[config.mk]
export PLATFORM = sky130hd
export DESIGN_NAME = adat_frame_decoder
export DESIGN_NICKNAME = d
export VERILOG_FILES = /design/src/rtl/adat_frame_decoder.sv
export SDC_FILE = /design/constraint.sdc
export NUM_CORES = 1
export LEC_CHECK = 0
export ABC_AREA = 1
export CAP_MARGIN = 5
export CORE_ASPECT_RATIO = 1.25
export CORE_MARGIN = 2
export CORE_UTILIZATION = 30
export CTS_CLUSTER_SIZE = 16
export DETAILED_ROUTE_END_ITERATION = 8
export GPL_ROUTABILITY_DRIVEN = 0
export HOLD_SLACK_MARGIN = 0.12
export MAX_ROUTING_LAYER = met4
export PLACE_DENSITY = 0.44
export SLEW_MARGIN = 30
export SYNTH_ARGS = -nofsm -noshare
export SYNTH_HDL_FRONTEND = slang
export SYNTH_SLANG_ARGS = --single-unit
[constraint.sdc]
create_clock -name refclk -period 2.5 [get_ports refclk]
set_clock_uncertainty 0.1 [all_clocks]
set_input_delay 0.5 -clock refclk [delete_from_list [all_inputs] [get_ports refclk]]
set_output_delay 0.5 -clock refclk [all_outputs]
set_load 0.1 [all_outputs]
[src/rtl/adat_frame_decoder.sv]
`default_nettype none
// ============================================================================
// Module      : adat_frame_decoder
// Description : ADAT frame decoder. Synchronises and NRZI-decodes the raw
//               stream on recovered bit-clock ticks, finds frame sync, checks
//               separators and emits 8 x 24-bit channel samples plus user
//               bits, with lock tracking and a bit-clock watchdog.
// Revision    : 1.0 - initial release
// ============================================================================
module adat_frame_decoder #(
    parameter int SYNC_ZEROS  = 10,
    parameter int LOCK_FRAMES = 2,
    parameter int WDOG_CYCLES = 64
) (
    input  logic        refclk,
    input  logic        reset,
    input  logic        sync_stream,
    input  logic        bclk,
    output logic [23:0] out_data,
    output logic [2:0]  out_chan,
    output logic        out_valid,
    output logic [3:0]  out_user,
    output logic        frame_done,
    output logic        locked,
    output logic        sync_err
);

    localparam logic [1:0] c_HUNT = 2'd0;
    localparam logic [1:0] c_USER = 2'd1;
    localparam logic [1:0] c_DATA = 2'd2;

    localparam int             c_GW          = $clog2(LOCK_FRAMES + 1);
    localparam int             c_WW          = $clog2(WDOG_CYCLES + 1);
    localparam logic [c_GW-1:0] c_GOOD_MAX   = c_GW'(LOCK_FRAMES);
    localparam logic [c_WW-1:0] c_WDOG       = c_WW'(WDOG_CYCLES);
    localparam logic [4:0]      c_SYNC_ZEROS = 5'(SYNC_ZEROS);

    logic [2:0]      r_sync_sr;
    logic            r_bclk_d;
    logic            r_s_prev;
    logic            w_bit_tick;
    logic            w_bit;
    logic            w_err;
    logic            w_wd_fire;
    logic [1:0]      r_state;
    logic [4:0]      r_zero_cnt;
    logic [3:0]      r_user_sr;
    logic [2:0]      r_bit_pos;
    logic [2:0]      r_nib_sub;
    logic [2:0]      r_chan;
    logic [23:0]     r_sample_sr;
    logic            r_emit_pend;
    logic [2:0]      r_emit_chan;
    logic            r_done_pend;
    logic [c_GW-1:0] r_good_cnt;
    logic [c_WW-1:0] r_wd_cnt;
    logic            r_locked;
    logic            r_sync_err;
    logic            r_out_valid;
    logic [23:0]     r_out_data;
    logic [2:0]      r_out_chan;
    logic [3:0]      r_out_user;
    logic            r_frame_done;

    assign w_bit_tick = bclk & ~r_bclk_d;
    assign w_bit      = r_sync_sr[2] ^ r_s_prev;
    // The watchdog fires once on the cycle the count would reach its limit
    assign w_wd_fire  = !w_bit_tick && (r_wd_cnt == c_WDOG - 1'b1);

    // Stream synchroniser and bit-clock edge register
    always_ff @(posedge refclk or negedge reset) begin
        if (!reset) begin
            r_sync_sr <= 3'd0;
            r_bclk_d  <= 1'b0;
        end else begin
            r_sync_sr <= {r_sync_sr[1:0], sync_stream};
            r_bclk_d  <= bclk;
        end
    end

    // Watchdog: counts refclk cycles since the last bit tick, saturating
    always_ff @(posedge refclk or negedge reset) begin
        if (!reset) begin
            r_wd_cnt <= '0;
        end else if (w_bit_tick) begin
            r_wd_cnt <= '0;
        end else if (r_wd_cnt != c_WDOG) begin
            r_wd_cnt <= r_wd_cnt + 1'b1;
        end
    end

    // Framing error detection on the current decoded bit
    always_comb begin
        w_err = 1'b0;
        if (w_bit_tick) begin
            case (r_state)
                c_HUNT:         w_err = w_bit && (r_zero_cnt < c_SYNC_ZEROS) && r_locked;
                c_USER, c_DATA: w_err = (r_bit_pos == 3'd4) && !w_bit;
                default:        w_err = 1'b0;
            endcase
        end
    end

    // Frame FSM, deserialiser and lock tracking
    always_ff @(posedge refclk or negedge reset) begin
        if (!reset) begin
            r_s_prev    <= 1'b0;
            r_state     <= c_HUNT;
            r_zero_cnt  <= 5'd0;
            r_user_sr   <= 4'd0;
            r_bit_pos   <= 3'd0;
            r_nib_sub   <= 3'd0;
            r_chan      <= 3'd0;
            r_sample_sr <= 24'd0;
            r_emit_pend <= 1'b0;
            r_emit_chan <= 3'd0;
            r_done_pend <= 1'b0;
            r_good_cnt  <= '0;
            r_locked    <= 1'b0;
            r_sync_err  <= 1'b0;
        end else begin
            r_sync_err  <= 1'b0;
            r_emit_pend <= 1'b0;
            r_done_pend <= 1'b0;
            if (w_bit_tick) begin
                r_s_prev <= r_sync_sr[2];
            end
            // Frame completion lands one cycle after the final separator
            if (r_done_pend) begin
                if (r_good_cnt != c_GOOD_MAX) begin
                    r_good_cnt <= r_good_cnt + 1'b1;
                end
                if (r_good_cnt >= c_GOOD_MAX - 1'b1) begin
                    r_locked <= 1'b1;
                end
            end
            if (w_wd_fire || w_err) begin
                // Any loss of framing discards the partial frame
                r_state    <= c_HUNT;
                r_zero_cnt <= 5'd0;
                r_good_cnt <= '0;
                r_locked   <= 1'b0;
                r_sync_err <= 1'b1;
            end else if (w_bit_tick) begin
                case (r_state)
                    c_HUNT: begin
                        if (!w_bit) begin
                            if (r_zero_cnt != 5'd31) begin
                                r_zero_cnt <= r_zero_cnt + 5'd1;
                            end
                        end else begin
                            r_zero_cnt <= 5'd0;
                            if (r_zero_cnt >= c_SYNC_ZEROS) begin
                                r_state   <= c_USER;
                                r_bit_pos <= 3'd0;
                            end
                        end
                    end
                    c_USER: begin
                        if (r_bit_pos != 3'd4) begin
                            r_user_sr <= {r_user_sr[2:0], w_bit};
                            r_bit_pos <= r_bit_pos + 3'd1;
                        end else begin
                            r_state   <= c_DATA;
                            r_bit_pos <= 3'd0;
                            r_nib_sub <= 3'd0;
                            r_chan    <= 3'd0;
                        end
                    end
                    c_DATA: begin
                        if (r_bit_pos != 3'd4) begin
                            r_sample_sr <= {r_sample_sr[22:0], w_bit};
                            r_bit_pos   <= r_bit_pos + 3'd1;
                        end else begin
                            r_bit_pos <= 3'd0;
                            if (r_nib_sub == 3'd5) begin
                                r_nib_sub   <= 3'd0;
                                r_emit_pend <= 1'b1;
                                r_emit_chan <= r_chan;
                                r_chan      <= r_chan + 3'd1;
                                if (r_chan == 3'd7) begin
                                    r_done_pend <= 1'b1;
                                    r_state     <= c_HUNT;
                                    r_zero_cnt  <= 5'd0;
                                end
                            end else begin
                                r_nib_sub <= r_nib_sub + 3'd1;
                            end
                        end
                    end
                    default: begin
                        r_state    <= c_HUNT;
                        r_zero_cnt <= 5'd0;
                    end
                endcase
            end
        end
    end

    // Output stage: strobes and held channel/user values
    always_ff @(posedge refclk or negedge reset) begin
        if (!reset) begin
            r_out_valid  <= 1'b0;
            r_out_data   <= 24'd0;
            r_out_chan   <= 3'd0;
            r_out_user   <= 4'd0;
            r_frame_done <= 1'b0;
        end else begin
            r_out_valid  <= r_emit_pend;
            r_frame_done <= r_done_pend;
            if (r_emit_pend) begin
                r_out_data <= r_sample_sr;
                r_out_chan <= r_emit_chan;
            end
            if (r_done_pend) begin
                r_out_user <= r_user_sr;
            end
        end
    end

    assign out_data   = r_out_data;
    assign out_chan   = r_out_chan;
    assign out_valid  = r_out_valid;
    assign out_user   = r_out_user;
    assign frame_done = r_frame_done;
    assign locked     = r_locked;
    assign sync_err   = r_sync_err;

endmodule
`default_nettype wire

## After elaboration in Yosys (flattened, before gate mapping)

Index checks and enable logic that the tools add are counted.

| word-level totals | value |
|---|---|
| bits in registers | 98 |
| input bits | 4 |
| output and inout port bits | 35 |
| logic and storage cells | 135 |

| cells by class | value |
|---|---|
| $add $sub $neg | 6 |
| order comparisons | 3 |
| eq/ne operators | 23 |
| muxes and demuxes | 50 |
| bitwise operators | 5 |
| reduce and logical (&&, ||, !) cells | 26 |

Operators with widths:

| cell | number |
|---|---|
| $mux W5 | 7 |
| $mux W3 | 8 |
| $mux W2 | 11 |
| $ne A3 B3 Y1 const B | 7 |
| $pmux W3 S2 | 3 |
| $mux W1 | 16 |
| $pmux W5 S3 | 1 |
| $reduce_and A5 Y1 | 3 |
| $mux W7 | 2 |
| $ne A2 B2 Y1 const B | 7 |
| $reduce_bool A2 Y1 | 7 |
| $reduce_and A6 Y1 | 2 |
| $add A3 B1 Y3 const B | 3 |
| $eq A3 B3 Y1 const B | 3 |
| $reduce_and A4 Y1 | 2 |
| $add A7 B1 Y7 const B | 1 |
| $eq A7 B6 Y1 const B | 1 |
| $ne A7 B7 Y1 const B | 1 |
| $reduce_and A7 Y1 | 1 |
| $pmux W2 S3 | 1 |
| $add A5 B1 Y5 const B | 1 |
| $ge A5 B4 Y1 const B | 1 |
| $lt A5 B4 Y1 const B | 1 |
| $ne A5 B5 Y1 const B | 1 |
| other kinds (15) | 22 |

## Longest topological paths before layout

Gate-level depths: netlist (run 1).

| logic depth | value |
|---|---|
| word-level depth | 8 |
| gate-level depth with buffers | 14 |
| depth with buffers taken out | 14 |

## Worst setup path before layout (run 1)

OpenSTA, ideal clock, no wires.

| timing path | value |
|---|---|
| kind | reg2reg |
| start | register r_locked (netlist: locked) |
| end | register r_zero_cnt[0] |
| setup time | 0.121 ns |
| arrival time | 1.903 ns |
| data required time | 2.279 ns |
| setup slack | 0.376 ns |
| stages on the path, launching flop included | 12 |
| buffers on the path | 0 |
| period minus slack after synthesis | 2.124 ns |
| cells stage by stage | dfrtp_1 -> nand2_1 -> nor2_2 -> nand2_2 -> nand2_4 -> nand2_8 -> nand2_8 -> nand2_4 -> nand2_2 -> nand2_4 -> o21bai_1 -> nand2_1 |

| on the way | value |
|---|---|
| longest elaborated chain between the ends | 6 |
| elaborated cells between the ends (all ways) | 12 |
| classes of those cells | 5 x eq/ne; 3 x mux; 4 x reduce/logical |

RTL lines:

| item | line | source |
|---|---|---|
| start, declared | 57 | `logic r_locked;` |
| start signal, assigned | 119 | `r_locked <= 1'b0;` |
| start signal, assigned | 134 | `r_locked <= 1'b1;` |
| start signal, assigned | 142 | `r_locked <= 1'b0;` |
| $logic_and A1 B1 Y1 * | 97 | `c_HUNT: w_err = w_bit && (r_zero_cnt < c_SYNC_ZEROS) && r_locked;` |
| $pmux W1 S2 * | 96 | `case (r_state)` |
| $mux W1 * | 95 | `if (w_bit_tick) begin` |
| $logic_or A1 B1 Y1 * | 137 | `if (w_wd_fire \|\| w_err) begin` |
| $ne A4 B4 Y1 (no line), or another cell as far along | -- |  |
| $reduce_and A6 Y1 (no line) | -- |  |
| end signal, assigned | 149 | `r_zero_cnt <= r_zero_cnt + 5'd1;` |
| end, declared | 46 | `logic [4:0] r_zero_cnt;` |

Mark *: on every way between the ends. The rest lies on a longest branch, timed or not.
A chain may end at the register's enable or synchronous reset.

## Worst setup path in the final report (run 1)

| timing path | value |
|---|---|
| start | register r_state[0] |
| end | register r_sample_sr[19] |

| on the way | value |
|---|---|
| longest elaborated chain between the ends | 7 |
| elaborated cells between the ends (all ways) | 9 |
| classes of those cells | 2 x eq/ne; 2 x mux; 1 x bitwise; 4 x reduce/logical |

RTL lines:

| item | line | source |
|---|---|---|
| start, declared | 45 | `logic [1:0] r_state;` |
| start signal, assigned | 108 | `r_state <= c_HUNT;` |
| start signal, assigned | 139 | `r_state <= c_HUNT;` |
| start signal, assigned | 154 | `r_state <= c_USER;` |
| $eq A2 B2 Y1 / $eq A2 B1 Y1 (equally long branches) | 96, 145 |  |
| $reduce_or A2 Y1 (no line) | -- |  |
| $pmux W1 S2 | 96 |  |
| $mux W1 | 95 |  |
| $logic_or A1 B1 Y1 | 137 |  |
| $not A1 Y1 (no line) | -- |  |
| $reduce_and A4 Y1 (no line) * | -- |  |
| end signal, assigned | 172 | `r_sample_sr <= {r_sample_sr[22:0], w_bit};` |
| end, declared | 51 | `logic [23:0] r_sample_sr;` |

Marked as above.

==> impl_results.md, run 1 <==
* Dpl cells at 663
* Clk_lat worst skew at 350 ps
* Max Transition Viols Final at 0
* Num CTS Buffers at 9
* Sequential area share after synthesis at 0.560
* Outcome: finished clean
* Worst hold path class: flip-flop to flip-flop
* Die span in y at 139 um
* Unrepaired setup endpoints after global routing: false
* Die X at 112 um
* Worst EP arrival at 2280 ps
* Crit Path Class: flip-flop to flip-flop
* Critical path endpoint category: flip-flop
* Placed instance area at 0.00491 mm^2
* Pleak at 0.00249 uW
* Slew @ Worst Pin at 744 ps
* IO buf count at 38
* Pin count of the biggest net entering global routing at 49
* Post-route minimum period at 2110 ps
* Maxcap violations at 0
* CTS tree: done
* Critical path peak fanout at 48
* Hold path start: r_sync_sr[1]
* Reg clk slew, reported paths at 70 ps
* Synthesized area per cell at 9.65 um^2
* Vias at 3,027
* H-tree levels at 3
* Synthesis Warnings at 0
* Flip-flop and latch count after synthesis at 98
* # Post-CTS Setup Buffers at 0
* # diodes at 0
* Reg-to-reg endpoint: r_sample_sr[19]
* Crit-path slowest cell: dfrtp_1
* Async SR Flop Fraction at 1.00
* Post-synth top flop: dfrtp_1
* Cells after synthesis at 454
* Post-CTS sizing at 0
* Maximum vdd drop at 0.655 mV
* Post-synthesis net count at 474
* Hold Fails Final Rpt at 0
* Antenna violation net count after detailed routing at 0
* FF-to-FF Start: r_state[0]
* Final setup violation count at 0
* # hold bufs at CTS at 1
* Setup TNS at 0 ps
* Power density over the cells at 1110 mW/mm^2
* DRT Wirelength at 8240 um
* DRC at 0
* Hold depth at 0
* Fin area at 0.00523 mm^2
* GRT Residual Overflow at 0
* Die area at 0.0156 mm^2
* Wire per inst at 12.1 um
* Fmax at 473 MHz
* Critical Path Start Type: flip-flop
* # IOs at 39
* CTS sink count at 98
* Hold slack at 251 ps
* Std cell rows at 49
* Cell chain of the critical path: inv_1, ha_1, nand3_2, nand2_4, nand2_8, nand3_4, buf_4, nand2_1, o21ai_1
* Required @ worst endpoint at 2670 ps
* Max incr delay on CP at 430 ps
* Drt via density at 4.45
* Hold Crit Endpoint: r_sync_sr[2]
* R2R setup slack at 390 ps
* Initial antenna violation count at 0
* Yosys cell types at 37
* Core Area at 0.0143 mm^2
* Final net count at 517
* Post-Syn Area at 0.00438 mm^2
* Final Cycle Share at 0.846
* Number of synthesized flops with an enable pin at 0
* 1st-iter DRT viols at 96
* TritonRoute pass-1 iters at 4
* Total GRT Usage at 0.118
* Share of layout cells above drive strength 1 at 0.189
* Root Buffer: clkbuf_16
* Syn-to-layout area delta at 19.3%
* Worst slew margin at 0.504
* Vias in the first global route at 3,041
* Starting Density at 0.305
* Fin cells at 680
* Clock buffer depth at 2
* Detailed placement HPWL at 5640 um
* First-pass GRT wire length at 14,300 um
* Total Power at 5780 uW
* R2r worst-path depth at 9
## per-layer routing
metal / share of wire / up-vias / track usage
li1: - / 1527 / -
met2: 0.47 / 44 / 0.182
met5: 0 / - / -
met1: 0.47 / 1442 / 0.141
met3: 0.035 / 14 / 0.0306
met4: 0.026 / 0 / 0.0597
## metrics by stage
stage | utilization | setup WS (ps)
6_report | 0.364 | 386
5_1_grt | 0.364 | 185
4_1_cts | 0.364 | 397
3_5_place_dp | 0.342 | 299
3_3_place_gp | 0.342 | 334
2_1_floorplan | - | 376
## area by class of cell
type | instances | area [um^2]
multi-input combinational | 274 | 1600
timing repair buffer | 44 | 375
tap | 178 | 223
sequential | 98 | 2450
inverter | 70 | 264
clock buffer | 10 | 239
clock inverter | 6 | 71.3
fill | 1473 | 9120
## cell families (layout without fill, tap and decap cells)
logic type	after synthesis	after routing	synth area share
and+or+nand+nor	157	157	0.184
DFF	98	98	0.560
AOI/OAI and AO/OA	91	91	0.114
buffers and inverters	82	130	0.0745
adders and majority gates	16	16	0.0457
xor gates and xnor gates	7	7	0.0140
muxes	3	3	0.00771
## cell usage after synthesis, drive strengths merged (2+ instances only)
library cell,count,area share
a21oi,38,0.046
buf,6,0.0091
ha,16,0.046
inv,69,0.059
nand3,16,0.025
o21ai,44,0.053
dfrtp,98,0.56
nor3,4,0.012
nand2,77,0.084
mux2,3,0.0077
xor2,6,0.012
clkbuf,6,0.0051
nor2,53,0.053
o21a,2,0.0034
nand4,5,0.0071
o21bai,5,0.0086
## report_power, final
part	switching, uW	internal, uW	leakage [uW]
logic	1670	528	0.00103
clock network	622	813	0.000146
registers	228	1920	0.00132
## layout by cell type (no fill, tap or decap), drive strengths merged
master / synthesis / layout
a21oi: 38 / 38
buf: 6 / 41
bufinv: 0 / 1
clkbuf: 6 / 10
clkdlybuf4s50: 0 / 2
clkinv: 1 / 1
clkinvlp: 0 / 2
dfrtp: 98 / 98
dlygate4sd3: 0 / 1
ha: 16 / 16
inv: 69 / 72
mux2: 3 / 3
nand2: 77 / 77
nand3: 16 / 16
nand3b: 1 / 1
nand4: 5 / 5
nor2: 53 / 53
nor3: 4 / 4
nor4: 1 / 1
o211ai: 1 / 1
o21a: 2 / 2
o21ai: 44 / 44
o21bai: 5 / 5
o31ai: 1 / 1
xnor2: 1 / 1
xor2: 6 / 6
## state kept, by name, summed over array words and instances (netlist names), 2 cells and up
register and cells:
r_emit_chan 3, out_user 4, out_chan 3, r_bit_pos 3
r_good_cnt 2, r_chan 3, r_wd_cnt 7, r_sample_sr 24
r_user_sr 4, r_sync_sr 3, r_state 2, r_nib_sub 3
out_data 24, r_zero_cnt 5
## worst max-delay path, delay by kind of cell (launching register included)
family | cells | cell delay [ps]
fa+ha+maj | 1 | 420
compound gates | 1 | 100
simple gates | 5 | 480
flops | 1 | 430
buf+inv | 2 | 490
## worst max-delay path by stage
stage	from	end	cells after the start
floorplan	locked	r_zero_cnt[0]	11
global placement	bclk	r_zero_cnt[0]	10
detailed placement	bclk	r_zero_cnt[0]	10
CTS	r_state[0]	r_sample_sr[19]	9
global route	r_state[0]	r_sample_sr[17]	9
finish	r_state[0]	r_sample_sr[19]	9
Power figures use the tool's default switching activity.
==> run 2: changes to the inputs <==
==> constraint.sdc (replaced) <==
create_clock -name refclk -period 2.1 [get_ports refclk]
set_clock_uncertainty 0.1 [all_clocks]
set_input_delay 0.42 -clock refclk [delete_from_list [all_inputs] [get_ports refclk]]
set_output_delay 0.42 -clock refclk [all_outputs]
set_load 0.1 [all_outputs]
==> run 2 against run 1 <==
Effect of this change: die area stayed put; non-clock buffer count rose by 5; via count increased by 0.13%; sequential share of layout area shrank 0.20 points; core utilization rose by 0.17 points; register-to-register slack worse by 210 ps; critical path type unchanged; wire length shrank 0.35%; sequential power grew 19%.
==> impl_results.md, run 2 (same netlist as run 1, synthesis figures left out) <==
* Outcome: finished clean
* Commonest non-fill, non-tap cell in the layout: dfrtp_1
* Pin count of the biggest net entering global routing at 49
* DRC at 0
* Clock buffer depth at 2
* Root Buffer: clkbuf_16
* Final setup violation count at 0
* Maximum vdd drop at 0.715 mV
* Antenna violation net count after detailed routing at 0
* Total Power at 6800 uW
* H-tree levels at 3
* Pre-CTS setup slack at 83.2 ps
* Critical path peak fanout at 7
* # IOs at 39
* Maxcap violations at 0
* Syn-to-layout area delta at 19.9%
* Post-layout utilization of the core at 0.366
* Initial antenna violation count at 0
* Clk_lat worst skew at 350 ps
* Max Transition Viols Final at 0
* Worst hold path class: flip-flop to flip-flop
* Slew @ Worst Pin at 430 ps
* Worst slew margin at 0.713
* Vias in the first global route at 3,051
* Share of layout cells above drive strength 1 at 0.203
* Total GRT Usage at 0.118
* Core Area at 0.0143 mm^2
* Pleak at 0.00251 uW
* IO buf count at 38
* Final net count at 522
* Num CTS Buffers at 9
* DRT Wirelength at 8210 um
* Final WS setup at 181 ps
* Fin area at 0.00525 mm^2
* Die span in y at 139 um
* CTS sink count at 98
* Fmax at 521 MHz
* Max incr delay on CP at 420 ps
* First-pass GRT wire length at 14,300 um
* Vias at 3,031
* Critical path's most frequent cell: nand2_4
* Reg clk slew, reported paths at 70 ps
* Required @ worst endpoint at 2230 ps
* Die X at 112 um
* Hold Fails Final Rpt at 0
* # diodes at 0
* TritonRoute pass-1 iters at 4
* 1st-iter DRT viols at 98
* Commonest cells after routing, fill and taps aside: dfrtp_1 (97), nand2_1 (65), inv_1 (63)
* Placed instance area at 0.00495 mm^2
* Cell chain of the critical path: inv_1, ha_2, nand2_1, nor2_2, nand2_2, nand2_4, nand2_8, nand2_8, nand2_4, nand2_2, nand2_4, o21bai_1, nand2_1
* Crit-path slowest cell: dfrtp_1
* Std cell rows at 49
* Detailed placement HPWL at 5770 um
* GRT Residual Overflow at 0
* Post-route minimum period at 1920 ps
* Critical path endpoint category: flip-flop
* CTS tree: done
* Final Cycle Share at 0.914
* Crit Path Class: flip-flop to flip-flop
* Die area at 0.0156 mm^2
* Critical Path Start Type: flip-flop
* Wire per inst at 12.0 um
* Power density over the cells at 1290 mW/mm^2
* Starting Density at 0.305
* Drt via density at 4.42
* Worst EP arrival at 2050 ps
[run 2: final cells by class]
class / count / area [um^2]
timing repair buffer: 49 / 425
clock buffer: 11 / 243
fill: 1481 / 9090
tap: 178 / 223
clock inverter: 5 / 35.0
multi-input combinational: 274 / 1610
sequential: 98 / 2450
inverter: 70 / 264
[run 2: through the flow]
step                std cells  hold WS (ps)  setup TNS, ps
floorplan                 454          24.4              0
global placement          667           236              0
detailed placement        667           236              0
CTS                       684           252              0
global route              685           261          -2.78
finish                    685           248              0
[run 2: worst max-delay path, delay by kind of cell, from the launching register on]
| kind | cells | cell delay [ps] |
|---|---|---|
| AO/OA/AOI/OAI | 1 | 140 |
| AND/OR/NAND/NOR | 10 | 820 |
| adder cells (fa/ha/maj) | 1 | 200 |
| buffers and inverters | 1 | 100 |
| flip-flops | 1 | 420 |
[run 2: report_power, final]
| group | switching [uW] | leakage [uW] | total (uW) | internal [uW] |
|---|---|---|---|---|
| sequential | 263 | 0.00131 | 2550 | 2280 |
| combinational | 2010 | 0.00106 | 2690 | 674 |
| clock | 721 | 0.000136 | 1560 | 841 |
[run 2: worst paths after layout]
path	start	end	slack (ps)	cells past startpoint
max in group asynchronous	reset	locked	880	3
worst max register to register	r_state[0]	r_zero_cnt[0]	180	13
worst max-delay path	r_state[0]	r_zero_cnt[0]	180	13
worst min register to register	r_sync_sr[1]	r_sync_sr[2]	250	0
min in group asynchronous	reset	r_sample_sr[8]	450	2
worst min-delay path	r_sync_sr[1]	r_sync_sr[2]	250	0
[run 2: what timing repair did]
item | 4_1_cts | 5_1_grt
endpoints found under the setup margin | 0 | 5
gates resized for setup | 0 | 3
buffers inserted | 0 | 1
endpoints found under the hold margin | 28 | 0
hold buffers | 1 | 0
[run 2: layer usage]
layer,global-route usage,up-vias,routed length (um)
met1,0.138,1442,3780
met4,0.0558,0,171
met2,0.188,35,3970
li1,-,1544,-
met5,-,-,0
met3,0.0306,10,284
==> run 3: changes to the inputs <==
--- a/config.mk
+++ b/config.mk
@@ -10,12 +10,14 @@
 export CORE_ASPECT_RATIO = 1.25
 export CORE_MARGIN = 2
 export CORE_UTILIZATION = 30
+export CTS_BUF_LIST = sky130_fd_sc_hd__clkbuf_8
 export CTS_CLUSTER_SIZE = 16
 export DETAILED_ROUTE_END_ITERATION = 8
 export GPL_ROUTABILITY_DRIVEN = 0
 export HOLD_SLACK_MARGIN = 0.12
 export MAX_ROUTING_LAYER = met4
 export PLACE_DENSITY = 0.44
+export SETUP_SLACK_MARGIN = 0.4
 export SLEW_MARGIN = 30
 export SYNTH_ARGS = -nofsm -noshare
 export SYNTH_HDL_FRONTEND = slang
==> run 3 against run 2 <==
Effect of this change: die area did not move; cell count rose by 5.8%; sequential power barely moved; clock-buffer cell count fell by 2; sequential share of layout area fell by 4.3 points; maximum frequency rose by 2.5%; flip-flop and latch count did not move; core utilization rose by 3.8 points; first-iteration DRC count rose by 45%; setup slack improved by 47 ps; wire length rose by 13%; critical endpoint is now r_wd_cnt[4]; largest power group unchanged.
==> impl_results.md, run 3 (same netlist as run 1, synthesis figures left out) <==
* Max incr delay on CP at 430 ps
* Antenna violation net count after detailed routing at 0
* H-tree levels at 3
* Filler cells at 1,433
* Crit Path Class: flip-flop to flip-flop
* CTS tree: done
* GRT busiest layer: met2
* Max Transition Viols Final at 0
* Num CTS Buffers at 9
* Maximum vdd drop at 0.839 mV
* Final Cycle Share at 0.891
* Slew @ Worst Pin at 527 ps
* Share of layout cells above drive strength 1 at 0.340
* Critical Path Start Type: flip-flop
* Clock buffer depth at 2
* # diodes at 0
* Setup TNS at 0 ps
* FF-to-FF Start: r_wd_cnt[0]
* Pleak at 0.00274 uW
* Required @ worst endpoint at 2270 ps
* Setup crit start: r_wd_cnt[0]
* Final net count at 562
* Cell chain of the critical path: ha_4, nand3_4, buf_4, buf_6, buf_6, buf_6, buf_4, buf_4, buf_6, o21ai_2, a21oi_2
* Unrepaired setup endpoints after global routing: true
* Hold Fails Final Rpt at 0
* Setup crit end: r_wd_cnt[4]
* Syn-to-layout area delta at 32.4%
* Met1 Use GR at 0.160
* Outcome: finished clean
* Fmax at 534 MHz
* Placed instance area at 0.00500 mm^2
* Power density over the cells at 1200 mW/mm^2
* CTS sink count at 98
* Std cell rows at 49
* R2R setup slack at 230 ps
* Fin area at 0.00580 mm^2
* Final setup violation count at 0
* Detailed placement HPWL at 5750 um
* Clk_lat worst skew at 380 ps
* Routing usage on met2 at 0.196
* DRT Wirelength at 9290 um
* Post-layout utilization of the core at 0.404
* Worst EP arrival at 2040 ps
* Vias at 3,195
* Die X at 112 um
* DRC at 0
* # IOs at 39
* Crit path max-delay family: buffers and inverters
* Die area at 0.0156 mm^2
* Commonest cells after routing, fill and taps aside: dfrtp_1 (95), buf_4 (69), inv_1 (58)
* R2r worst-path depth at 11
* Worst slew margin at 0.648
* Reg-to-reg endpoint: r_wd_cnt[4]
* Core Area at 0.0143 mm^2
* Crit-path slowest cell: dfrtp_1
* Instance count on the critical path at 11
* Total Power at 6980 uW
* Hold depth at 0
* Met3 GRT Util at 0.0280
* Maxcap violations at 0
* Reg clk slew, reported paths at 100 ps
* 1st-iter DRT viols at 142
* Post-route minimum period at 1870 ps
* Total GRT Usage at 0.126
* Commonest non-fill, non-tap cell in the layout: dfrtp_1
* IO buf count at 38
* TritonRoute pass-1 iters at 4
* Critical path's most frequent cell: buf_6
* Critical path peak fanout at 3
* Wire per inst at 12.8 um
* Pin count of the biggest net entering global routing at 39
* Die span in y at 139 um
* Hold slack at 253 ps
* Vias in the first global route at 3,212
* First-pass GRT wire length at 15,500 um
* Worst hold path class: flip-flop to flip-flop
* Root Buffer: clkbuf_8
* Drt via density at 4.41
* Buf+Inv Stages, Crit Path at 7
* Initial antenna violation count at 0
* GRT Residual Overflow at 0
* Critical path endpoint category: flip-flop
* Starting Density at 0.305
-- run 3: cell types whose count changed in the layout (fill, tap and decap cells not counted), sizes merged --
cell,delta
buf,+39
inv,+2
bufinv,+1
clkbuf,-1
clkinv,-1
-- run 3: area by class of cell --
class	count	area [um^2]	area share
sequential	98	2460	0.424
timing repair buffer	89	821	0.142
inverter	70	275	0.0475
clock buffer	9	124	0.0214
tap	178	223	0.0384
multi-input combinational	274	1820	0.314
clock inverter	7	73.8	0.0127
-- run 3: per-layer routing --
layer	vias up	routed length, um
li1	1619	-
met1	1524	4310
met2	39	4540
met3	13	274
met4	0	167
met5	-	0
-- run 3: worst min path at each step --
stage / slack (ps) / startpoint / end
3_3_place_gp: 240 / r_sync_sr[0] / r_sync_sr[1]
2_1_floorplan: 20 / reset / frame_done
6_report: 250 / r_sync_sr[1] / r_sync_sr[2]
4_1_cts: 250 / r_sync_sr[1] / r_sync_sr[2]
3_5_place_dp: 240 / r_sync_sr[1] / r_sync_sr[2]
5_1_grt: 250 / r_sync_sr[1] / r_sync_sr[2]
-- run 3: metrics by stage --
stage	setup slack [ps]	instances
after CTS	245	711
after floorplan	385	454
final	228	725
after global routing	160	725
after global placement	122	668
after detailed placement	86.9	668
-- run 3: report_power, final --
| part | internal (uW) | switching (uW) | leakage, uW |
|---|---|---|---|
| combinational | 953 | 2170 | 0.00133 |
| sequential | 2290 | 293 | 0.00131 |
| clock | 560 | 716 | 0.000100 |
-- run 3: repair_timing --
| action | in CTS | in global routing |
|---|---|---|
| pin swaps | 10 | 16 |
| setup buffers | 24 | 13 |
| hold buffers | 1 | 0 |
| endpoints found under the setup margin | 47 | 53 |
| gates resized for setup | 20 | 55 |
| hold endpoints to repair | 30 | 0 |
| cloned | 2 | 1 |
==> RTL change 1 (flow settings as in run 3) <==
Change the parameter `WDOG_CYCLES` from 64 to 32.
--- a/src/rtl/adat_frame_decoder.sv
+++ b/src/rtl/adat_frame_decoder.sv
@@ -10,7 +10,7 @@
 module adat_frame_decoder #(
     parameter int SYNC_ZEROS  = 10,
     parameter int LOCK_FRAMES = 2,
-    parameter int WDOG_CYCLES = 64
+    parameter int WDOG_CYCLES = 32
 ) (
     input  logic        refclk,
     input  logic        reset,
Function: no difference found for any inputs over 10 cycles, from zero or initial values and one cycle with reset low; that may be too few to reach the edited logic, so the function may still have changed.
==> RTL change 1 against run 3 <==
- area after synthesis is 1.9% lower
- worst setup slack better by 0.050 ns
- global-route usage is 0.25 points lower
- total power is 16% lower
- clock power is 3% lower
- largest power group is now registers
- count of clock-buffer cells in the layout is 1 higher
- design area is 4.0% lower
- critical path type unchanged
- wire length is 7.7% lower
- critical endpoint is now r_zero_cnt[3]$_DFFE_PN0P_
- sequential cell count is 1 lower
==> RTL change 1: results (changes against run 3) <==
----------------------------------------------------
[Run status]
  Run status ... finished, final reports clean

[Synth]
  Net count after synthesis ... 456 (-3.8%)
  Compound-Gate Fraction of Synth Area ... 0.0763 (-0.0380)
  Cell types occupying the most area after synthesis ... sky130_fd_sc_hd__dfrtp_1 56%, sky130_fd_sc_hd__nand2_1 7.9%, sky130_fd_sc_hd__ha_1 4.7%
  Share of synthesized cell area in full adder, half adder and majority cells ... 0.0466 (+0.000892)
  Xor-xnor portion of the synthesized cell area ... 0.00612 (-0.00788)
  Count of unique library cells instantiated by Yosys ... 34 (-8.1%)
  Post-synthesis register bit count ... 97 (-1.0%)

[Global route]
  Total routing resource utilization after global routing ... 0.124 (-0.00248)
  Largest net degree at the start of global routing ... 40 (+2.6%)
  Grt met1 use ... 0.151 (-0.00899)
  Met2 global-route usage ... 0.199 (+0.00279)

[Placed design]
  Half-perimeter wire length after placement ... 5.75 mm (+0.12%)
  Cell Count Post-Placement ... 652 (-2.4%)
  Placed inst area ... 0.00489 mm^2 (-2.1%)

[Detailed routing]
  Metal1 wirelength ... 3.99 mm (-7.4%)
  Average vias per placed instance ... 4.44 (+0.82%)
  First DRT Iteration DRCs ... 187 (+32%)
  Wire per inst ... 12.4 um (-3.2%)

[Finish]
  Layout multi-input combinational cell count ... 276 (+0.73%)
  Proportion of cell area occupied by multi-input gates ... 0.332 (+0.0175)
  Clock buffer cells ... 10 (+1)
  Total non-filler cell area in the finished layout ... 0.00556 mm^2 (-4.0%)
  Fill cell instance count of the final layout ... 1,384 (-3.4%)
  Layout Cells excl Fill ... 691 (-4.7%)
  Fraction of area in registers ... 0.436 (+0.0124)
  Clock distribution area overhead in the final layout ... 0.0355 (+0.00143)
  Nets ... 531 (-5.5%)

[Worst setup path]
  Crit-path leading delay family ... simple AND/OR/NAND/NOR gates
  Signal arrival time at the worst endpoint ... 1.99 ns (-0.05 ns)
  Worst setup slack for register-to-register paths ... 0.28 ns (+0.05 ns)
  Cell depth of the worst flop-to-flop path ... 13 (+2)
  Critical R2R Capture ... r_zero_cnt[3]$_DFFE_PN0P_
  Launch instance of the worst register-to-register path ... r_state[0]$_DFFE_PN0P_

[Power]
  Power Total ... 5850 uW (-16%)
  Comb group ... 2200 uW (-29%)
  Maximum vdd ir drop ... 0.490 mV (-42%)
  Psw ... 2360 uW (-26%)
  Fraction of power consumed by the clock network ... 0.212 (+0.029)

[Die]
  Die X-Extent ... 111 um (-0.93%)

[STA]
  Hold Slack ... 0.260 ns (+0.00710 ns)

[Clock network]
  Post-CTS Setup Inserts ... 14 (-42%)

----------------------------------------------------
## RTL change 1: worst max-delay path by stage
stage	startpoint	end	slack, ns	depth (start not counted)
2_1_floorplan	r_state[0]$_DFFE_PN0P_	r_zero_cnt[2]$_DFFE_PN0P_	0.27	14
3_3_place_gp	bclk	r_user_sr[3]$_DFFE_PN0P_	0.09	7
3_5_place_dp	bclk	r_user_sr[3]$_DFFE_PN0P_	0.006	7
4_1_cts	r_state[0]$_DFFE_PN0P_	r_zero_cnt[4]$_DFFE_PN0P_	0.25	13
5_1_grt	r_state[0]$_DFFE_PN0P_	r_sample_sr[6]$_DFFE_PN0P_	0.14	11
6_report	r_state[0]$_DFFE_PN0P_	r_zero_cnt[3]$_DFFE_PN0P_	0.28	13
==> RTL change 2 (config.mk and constraints of run 3) <==
Without the edit above. Register the input `sync_stream` before use. The logic sees it one clock later.
--- a/src/rtl/adat_frame_decoder.sv
+++ b/src/rtl/adat_frame_decoder.sv
@@ -35,6 +35,12 @@
     localparam logic [c_WW-1:0] c_WDOG       = c_WW'(WDOG_CYCLES);
     localparam logic [4:0]      c_SYNC_ZEROS = 5'(SYNC_ZEROS);
 
+    logic sync_stream_q;
+
+    always_ff @(posedge refclk) begin
+        sync_stream_q <= sync_stream;
+    end
+
     logic [2:0]      r_sync_sr;
     logic            r_bclk_d;
     logic            r_s_prev;
@@ -73,7 +79,7 @@
             r_sync_sr <= 3'd0;
             r_bclk_d  <= 1'b0;
         end else begin
-            r_sync_sr <= {r_sync_sr[1:0], sync_stream};
+            r_sync_sr <= {r_sync_sr[1:0], sync_stream_q};
             r_bclk_d  <= bclk;
         end
     end
Behaviour: no difference found for any inputs over 10 cycles, from zero or initial values and one cycle with reset low; that may be too few to reach the edited logic, so the function may still have changed.
==> RTL change 2 against run 3 <==
- sequential cell count is 1 higher
- design area is 2.7% higher
- wire length is 3.1% higher
- area after synthesis is 1.5% higher
- global-route usage is 0.053 points higher
- via count is 6.0% higher
- sequential share of layout area is 0.82 points lower
- critical path depth is 1 lower
- the flow now finishes with violations (design-rule violations)
- highest routed layer unchanged
- worst setup slack better by 0.15 ns
Power is not compared: it rests on default switching activity, and its combinational part moved more than twofold at a synthesized area within 25%.
==> RTL change 2: results (changes against run 3) <==
----------------------------------------------------
[Global route]
  Largest net degree at the start of global routing ... 99 (+150%)
  Wire length of the first global-routing pass ... 15.6 mm (+1.2%)
  Total routing resource utilization after global routing ... 0.127 (+0.000534)
  Via count of the first global-routing pass ... 3,215 (+0.093%)

[Synth]
  Number of standard cells after synthesis ... 473 (+4.2%)
  Count of unique library cells instantiated by Yosys ... 38 (+2.7%)
  Sequential share of the synthesized area ... 0.556 (-0.00369)
  Fraction of registers with async set or reset after synthesis ... 0.990 (-0.0101)
  Net count after synthesis ... 492 (+3.8%)
  Most frequent cells after synthesis ... 98 x sky130_fd_sc_hd__dfrtp_1, 90 x sky130_fd_sc_hd__nand2_1, 58 x sky130_fd_sc_hd__inv_1

[Worst setup path]
  Cell depth of the worst flop-to-flop path ... 10 (-1)
  Delay of the slowest cell on the worst path ... 0.41 ns (-0.02 ns)
  Critical R2R Capture ... r_sample_sr[13]$_DFFE_PN0P_
  Critical path peak fanout ... 5 (+2)
  Launch instance of the worst register-to-register path ... r_state[0]$_DFFE_PN0P_
  Worst setup slack for register-to-register paths ... 0.38 ns (+0.15 ns)

[Finish]
  Layout multi-input combinational cell count ... 294 (+7.3%)
  Nets ... 584 (+3.9%)
  Clock distribution area overhead in the final layout ... 0.0303 (-0.00384)
  Nonclk buf count ... 98 (+10%)
  Area share of buffers outside the clock network ... 0.161 (+0.0198)
  Ratio of cells with drive above 1 in the final layout ... 0.370 (+0.0301)
  Clock buffer cells ... 10 (+1)
  Logic inverters ... 63 (-10%)
  Multi-input combinational cell area ... 0.00187 mm^2 (+2.5%)
  Fill cell instance count of the final layout ... 1,427 (-0.42%)
  Combined flip-flop and latch cell area ... 0.00248 mm^2 (+0.71%)

[STA]
  Actual slew at the worst max-slew pin ... 0.683 ns (+0.155 ns)
  Crit path time final ... 1.72 ns (-0.153 ns)

[Detailed routing]
  First DRT Iteration DRCs ... 146 (+2.8%)
  Remaining routing DRC violations ... 6 (+6)
  Total iterations of the first detailed-routing run ... 7 (+3)
  Wire per inst ... 12.8 um (about the same)

[Clock network]
  Number of gates given a new drive strength after cts ... 28 (+40%)
  Post-CTS Setup Inserts ... 19 (-21%)
  Clk root buf ... sky130_fd_sc_hd__clkbuf_8
  Total clock sinks ... 99 (+1.0%)

[Run status]
  Run status ... finished with violations
  Violations in the final reports ... design-rule violations

[Placed design]
  Placed inst area ... 0.00502 mm^2 (+0.33%)
  Setup slack after placement ... -0.0395 ns (-0.126 ns)
  Half-perimeter wire length after placement ... 5.89 mm (+2.6%)

----------------------------------------------------
-- RTL change 2: metrics by stage --
stage	TNS, ns	total power [uW]
floorplan	0	2300
global placement	-0.103	2430
detailed placement	-0.192	2440
CTS	0	3680
global route	0	3840
finish	0	3660
-- RTL change 2: power groups by stage --
stage	clock [uW]	combinational [uW]	sequential, uW
2_1_floorplan	0	201	2100
3_3_place_gp	0	364	2070
3_5_place_dp	0	370	2070
4_1_cts	1200	446	2030
5_1_grt	1260	540	2040
6_report	1140	488	2030
-- RTL change 2: cells by family after synthesis --
group	Yosys count	synth area share
muxes	5	0.0127
buffers and inverters	80	0.0794
and+or+nand+nor	197	0.206
xor gates and xnor gates	4	0.00788
DFF	99	0.556
adders and majority gates	15	0.0422
AOI/OAI and AO/OA	73	0.0957
-- RTL change 2: per-layer routing --
layer	share of wire	vias up	GRT usage
met4	0.015	0	0.0520
met5	0	-	-
li1	-	1712	-
met3	0.035	12	0.0307
met2	0.51	55	0.205
met1	0.44	1608	0.152
-- RTL change 2: worst min path at each step --
stage	slack (ns)	startpoint	cells past startpoint	endpoint
floorplan	0.02	reset	0	frame_done$_DFF_PN0_
global placement	0.22	sync_stream_q$_DFF_P_	0	r_sync_sr[0]$_DFF_PN0_
detailed placement	0.22	sync_stream_q$_DFF_P_	0	r_sync_sr[0]$_DFF_PN0_
CTS	0.24	sync_stream_q$_DFF_P_	0	r_sync_sr[0]$_DFF_PN0_
global route	0.25	sync_stream_q$_DFF_P_	0	r_sync_sr[0]$_DFF_PN0_
finish	0.24	sync_stream_q$_DFF_P_	0	r_sync_sr[0]$_DFF_PN0_
